`config.mk`:
```
export PLATFORM = sky130hd
export DESIGN_NAME = sha_nonce_dispatcher
export DESIGN_NICKNAME = d
export VERILOG_FILES = /design/src/rtl/sha_nonce_dispatcher.sv
export SDC_FILE = /design/constraint.sdc
export NUM_CORES = 2
export LEC_CHECK = 0
export CORE_AREA = 2 2 682 684
export DETAILED_ROUTE_END_ITERATION = 10
export DIE_AREA = 0 0 684 686
export HOLD_SLACK_MARGIN = 0.02
export SLEW_MARGIN = 20
export SYNTH_ARGS = -nofsm -noshare
export SYNTH_HDL_FRONTEND = slang
export SYNTH_SLANG_ARGS = --single-unit
```
`constraint.sdc`:
```
create_clock -name clk -period 4.5 [get_ports clk]
set_input_delay 1.125 -clock clk [delete_from_list [all_inputs] [get_ports clk]]
set_output_delay 1.125 -clock clk [all_outputs]
set_load 0.03 [all_outputs]
```
`src/rtl/sha_nonce_dispatcher.sv`:
```
// Nonce dispatcher: runs double SHA-256 per nonce on one shared sha_core.
// Ports: job_* (job in/abort/done), hit_* (1-entry hit buffer),
//   hash_count (nonces checked), core_* (sha_core start/state/message/result/done).
module sha_nonce_dispatcher #(
    parameter int ZERO_BITS = 32
) (
    input  logic         clk,
    input  logic         rst,
    input  logic         job_valid,
    output logic         job_ready,
    input  logic [255:0] job_midstate,
    input  logic [95:0]  job_tail,
    input  logic [31:0]  job_nonce_start,
    input  logic [31:0]  job_nonce_end,
    input  logic         job_abort,
    output logic         job_done,
    output logic         hit_valid,
    input  logic         hit_ready,
    output logic [31:0]  hit_nonce,
    output logic [255:0] hit_hash,
    output logic [31:0]  hash_count,
    output logic         core_start,
    output logic [255:0] core_start_state,
    output logic [511:0] core_message,
    input  logic [255:0] core_result,
    input  logic         core_done
);

    localparam logic [255:0] IV = {
        32'h6a09e667, 32'hbb67ae85, 32'h3c6ef372, 32'ha54ff53a,
        32'h510e527f, 32'h9b05688c, 32'h1f83d9ab, 32'h5be0cd19
    };

    // Top ZERO_BITS bits set; 0 gives an empty mask (every nonce hits).
    localparam logic [31:0] HIT_MASK = ~(32'hffff_ffff >> ZERO_BITS);

    typedef enum logic [2:0] {
        IDLE, P1_START, P1_WAIT, P2_START, P2_WAIT, CHECK, HIT_HOLD, DRAIN
    } state_t;

    state_t        state, state_n;
    logic          start_cnt;
    logic [255:0]  mid_q;
    logic [95:0]   tail_q;
    logic [31:0]   nonce_q, nonce_n;
    logic [31:0]   end_q;
    logic [255:0]  hash2_q;
    logic [31:0]   swapped;
    logic          hit;
    logic          load_job, cap_h1, cap_h2, count, set_hit;
    logic          pop, drop, done_n, advance, enter_p1;

    assign swapped = {hash2_q[7:0], hash2_q[15:8],
                      hash2_q[23:16], hash2_q[31:24]};
    assign hit = (swapped & HIT_MASK) == 32'h0;
    assign enter_p1 = (state_n == P1_START) && (state != P1_START);

    always_comb begin
        state_n  = state;
        nonce_n  = nonce_q;
        load_job = 1'b0;
        cap_h1   = 1'b0;
        cap_h2   = 1'b0;
        count    = 1'b0;
        set_hit  = 1'b0;
        pop      = 1'b0;
        drop     = 1'b0;
        done_n   = 1'b0;
        advance  = 1'b0;
        case (state)
            IDLE: if (job_valid && job_ready) begin
                load_job = 1'b1;
                nonce_n  = job_nonce_start;
                state_n  = P1_START;
            end
            P1_START: if (start_cnt) state_n = P1_WAIT;
            P1_WAIT: if (core_done) begin
                cap_h1  = 1'b1;
                state_n = P2_START;
            end
            P2_START: if (start_cnt) state_n = P2_WAIT;
            P2_WAIT: if (core_done) begin
                cap_h2  = 1'b1;
                state_n = CHECK;
            end
            CHECK: begin
                count = 1'b1;
                if (hit) begin
                    set_hit = 1'b1;
                    state_n = HIT_HOLD;
                end else begin
                    advance = 1'b1;
                end
            end
            HIT_HOLD: if (hit_ready) begin
                pop     = 1'b1;
                advance = 1'b1;
            end
            DRAIN: if (core_done) begin
                done_n  = 1'b1;
                state_n = IDLE;
            end
            default: state_n = IDLE;
        endcase

        if (advance) begin
            if (nonce_q == end_q) begin
                done_n  = 1'b1;
                state_n = IDLE;
            end else begin
                nonce_n = nonce_q + 32'd1;
                state_n = P1_START;
            end
        end

        // DRAIN is already the abort path, so a repeated abort keeps waiting.
        // A pass finishing on the abort cycle leaves the core idle: no drain.
        if (job_abort && state != IDLE && state != DRAIN) begin
            drop    = 1'b1;
            cap_h1  = 1'b0;
            cap_h2  = 1'b0;
            set_hit = 1'b0;
            pop     = 1'b0;
            nonce_n = nonce_q;
            if ((state == P1_WAIT || state == P2_WAIT) && !core_done) begin
                done_n  = 1'b0;
                state_n = DRAIN;
            end else begin
                done_n  = 1'b1;
                state_n = IDLE;
            end
        end
    end

    always_ff @(posedge clk or negedge rst) begin
        if (!rst) begin
            state            <= IDLE;
            start_cnt        <= 1'b0;
            job_ready        <= 1'b0;
            job_done         <= 1'b0;
            core_start       <= 1'b0;
            core_start_state <= '0;
            core_message     <= '0;
            mid_q            <= '0;
            tail_q           <= '0;
            nonce_q          <= '0;
            end_q            <= '0;
            hash2_q          <= '0;
            hash_count       <= '0;
            hit_valid        <= 1'b0;
            hit_nonce        <= '0;
            hit_hash         <= '0;
        end else begin
            state      <= state_n;
            start_cnt  <= (state_n == state) &&
                          (state == P1_START || state == P2_START);
            job_ready  <= (state_n == IDLE);
            job_done   <= done_n;
            core_start <= (state_n == P1_START) || (state_n == P2_START);
            nonce_q    <= nonce_n;
            if (load_job) begin
                mid_q  <= job_midstate;
                tail_q <= job_tail;
                end_q  <= job_nonce_end;
            end
            // State and message stay put until the pass result is captured.
            if (enter_p1) begin
                core_start_state <= load_job ? job_midstate : mid_q;
                core_message <= {load_job ? job_tail : tail_q, nonce_n,
                                 32'h80000000, 320'b0, 32'h00000280};
            end else if (cap_h1) begin
                core_start_state <= IV;
                core_message <= {core_result, 32'h80000000,
                                 192'b0, 32'h00000100};
            end
            if (cap_h2) hash2_q <= core_result;
            if (count) hash_count <= hash_count + 32'd1;
            if (set_hit) begin
                hit_valid <= 1'b1;
                hit_nonce <= nonce_q;
                hit_hash  <= hash2_q;
            end else if (pop || drop) begin
                hit_valid <= 1'b0;
            end
        end
    end

endmodule
```
==> impl_results.md <==
* CP Data Arrival Time at 4.74 ns
* Startpoint types: register
* Buf/Inv on CP at 2
* Routability cong. at 0.895
* Worst Path Required at 5.26 ns
* Final worst setup slack at 0.521 ns
* GRT Total Usage at 0.150
* Layout cell share with drive strength beyond 1 at 0.142
* Crit path kind: reg2reg
* Final setup fails at 0
* DP Cell Count at 12900
* Synth Flop Type: dfrtp_1
* Clk_lat worst skew at 0.91 ns
* Initial antenna violation count at 185
* Register area share after synthesis at 0.616
* Wirelength per Cell at ~27 um
* Vias at 47700
* Crit-path cells: nor4_1 > nand4_1 > o21ai_1 > buf_4 > o2bb2ai_4 > a21oi_4 > buf_12 > or3_1 > o21a_1
* Max_slew headroom at 0.246
* Top Ports at 1770
* Reg2reg setup slack at 0.52 ns
* Synthesized flop and latch total at 1514
* PostCTS Resize Cnt at 0
* Clock sinks at 1514
* First-pass GRT wire length at 474000 um
* Slowest stage delay, CP at 0.69 ns
* CTS max path bufs at 4
* Tmin final at 3.98 ns
* DRC at 0
* GRT Residual Overflow at 0
* Status: finished, final reports clean
* Pleak at roughly 40 nW
* Post-synth EDFFs at 0
* Number of distinct library cells after synthesis at 62
* Clock root cell: clkbuf_16
* Slowest CP cell: nand4_1
* IO Port Bufs at 1517
* Synthesized area at ~62000 sq um
* Layout Area Growth over Synthesis at 46.9%
* Crit end category: register
* Total Neg Setup Slack at 0 ns
* CP Max Fanout at about 150
* Postcts setup bufs at 0
* Vias in the first global route at 47600
* Max_cap viols at 0
* Row count at 250
* HPWL Detailed at 295000 um
* Clock transition at path regs at approximately 0.06 ns
* Skew final at around 0.085 ns
* Worst Tran Pin Value at 1.13 ns
* Mapped Cells at 5420
* Largest net degree at the start of global routing at around 160
* Fin. Hold Viols at 0
* Peak supply drop at 0.444 mV
* Die area at 469000 sq um
* Slew Limit Fails at 0
* Core area at about 460000 sq um
* HP Class: in2async
* Die X at 684 um
* H-Tree Level Count at 4
* # hold bufs at CTS at 0
* Number of CTS-inserted buffers at 186
* Max Fclk at roughly 0.25 GHz
* RSZ-0062 raised after global routing: no
* Final instance area at ~90000 sq um
* YS warnings at 0
* Final worst path period share at 0.884
* Power per Cell Area at 662 nW/um^2
* Placed cell area at 83900 sq um
* CTS tree: built
* # nets final at 7589
* Die Ht at a little under 700 um
* Top delay family on crit path: simple AND/OR/NAND/NOR gates
* First-iteration detailed-routing DRC count at approximately 4000
* TritonRoute pass-1 iters at 5
* Drt via density at 3.59
* Initial Util at 0.133
* Avg Inst Size Synth at 11.4 sq um
* DRT antenna net count at 0
* Post-Layout Cell Count at 13300
* Post-synth ARST share at 1.00
* Routed wire length at 365000 um
* Placement Setup Slack at 0.224 ns
[final cells by class]
type	count	area, sq um
clock buffer	258	5380
timing repair buffer	1670	17000
sequential	1514	37900
tap	6174	7720
fill	50300	372000
clock inverter	82	990
multi-input combinational	3526	21200
inverter	11	41.3
antenna	66	165
[worst paths after layout]
kind	endpoint	start	cells past startpoint
setup / recovery	core_start_state[97]$_DFFE_PN0P_	hash2_q[1]$_DFFE_PN0P_	9
hold / removal	hit_hash[56]$_DFFE_PN0P_	rst	1
setup reg to reg	core_start_state[97]$_DFFE_PN0P_	hash2_q[1]$_DFFE_PN0P_	9
hold reg to reg	tail_q[74]$_DFF_PN0_	tail_q[74]$_DFF_PN0_	2
max in group asynchronous	mid_q[70]$_DFF_PN0_	rst	2
min in group clk	tail_q[74]$_DFF_PN0_	tail_q[74]$_DFF_PN0_	2
[where the power goes]
group	total (W)	internal [W]	leakage, nW	switching (W)
registers	0.0212	0.0184	19.5	0.00281
logic	0.0228	0.00870	18.4	0.0141
clock network	0.0159	0.00923	3.14	0.00669
total	0.0599	0.0363	41.1	0.0236
[cells in the mapped netlist, types with 34 or more instances]
cell type | count | share of area
dfrtp_1 | 1514 | 0.62
nand2_1 | 1480 | 0.090
mux2_2 | 513 | 0.094
clkbuf_1 | 272 | 0.017
buf_4 | 255 | 0.031
and3_1 | 241 | 0.024
o21ai_0 | 155 | 0.013
or3_1 | 139 | 0.014
o21a_1 | 137 | 0.017
a21o_1 | 134 | 0.016
a221o_1 | 115 | 0.019
buf_2 | 75 | 0.0061
xor2_1 | 59 | 0.0084
nor2_1 | 45 | 0.0027
nor2b_1 | 34 | 0.0035
[registers in the layout, summed over array words and instances, names as in the netlist]
signal,flops
mid_q,256
end_q,32
tail_q,96
job_ready,1
hash_count,32
core_start_state,256
job_done,1
hit_hash,256
hit_nonce,32
start_cnt,1
hash2_q,256
state,3
core_start,1
core_message,258
hit_valid,1
nonce_q,32
[through the flow]
stage          power (W)  hold WS, ns  utilization
4_1_cts           0.0609        0.150        0.195
6_report          0.0599        0.178        0.196
2_1_floorplan     0.0328        0.441            -
3_3_place_gp      0.0443        0.453        0.182
5_1_grt           0.0630        0.191        0.195
3_5_place_dp      0.0445        0.458        0.182
[cell usage in the layout (no fill, tap or decap), drive strengths merged, types with 3 or more instances in the layout]
master         synthesis  final
a211o                  9      9
a211oi                 4      4
a21o                 134    134
a21oi                 33     33
a221o                115    115
a22oi                  6      6
a31oi                  4      4
a32oi                  3      3
and3                 241    241
and4                   6      6
buf                  348    157
bufinv                 0     14
clkbuf               272    258
clkdlybuf4s50          0   1513
clkinv                 0     43
clkinvlp               0      7
conb                   1    252
dfrtp               1514   1514
diode                  0     66
inv                   11     29
mux2                 513    513
nand2               1480   1480
nand3                 30     30
nand4                 14     14
nor2                  46     46
nor2b                 34     34
nor3                  14     14
nor4                  23     23
o21a                 137    137
o21ai                157    157
o22ai                  7      7
o32ai                  4      4
or3                  139    139
xnor2                 31     31
xor2                  59     59
[kinds of logic after synthesis]
logic type                 Yosys count  synth area share
and+or+nand+nor                   2037             0.146
DFF                               1514             0.616
buffers and inverters              631            0.0568
AOI/OAI and AO/OA                  630            0.0747
muxes                              515            0.0942
xor gates and xnor gates            90            0.0128
adders and majority gates            2          0.000406
other                                1         0.0000609
[metal layers]
layer	routed length [um]	vias up	global-route usage
met2	169000	2127	0.243
met5	600	-	0
li1	-	20800	-
met4	15600	92	0.0537
met3	48200	558	0.0823
met1	132000	24100	0.165
Power figures use the tool's default switching activity.
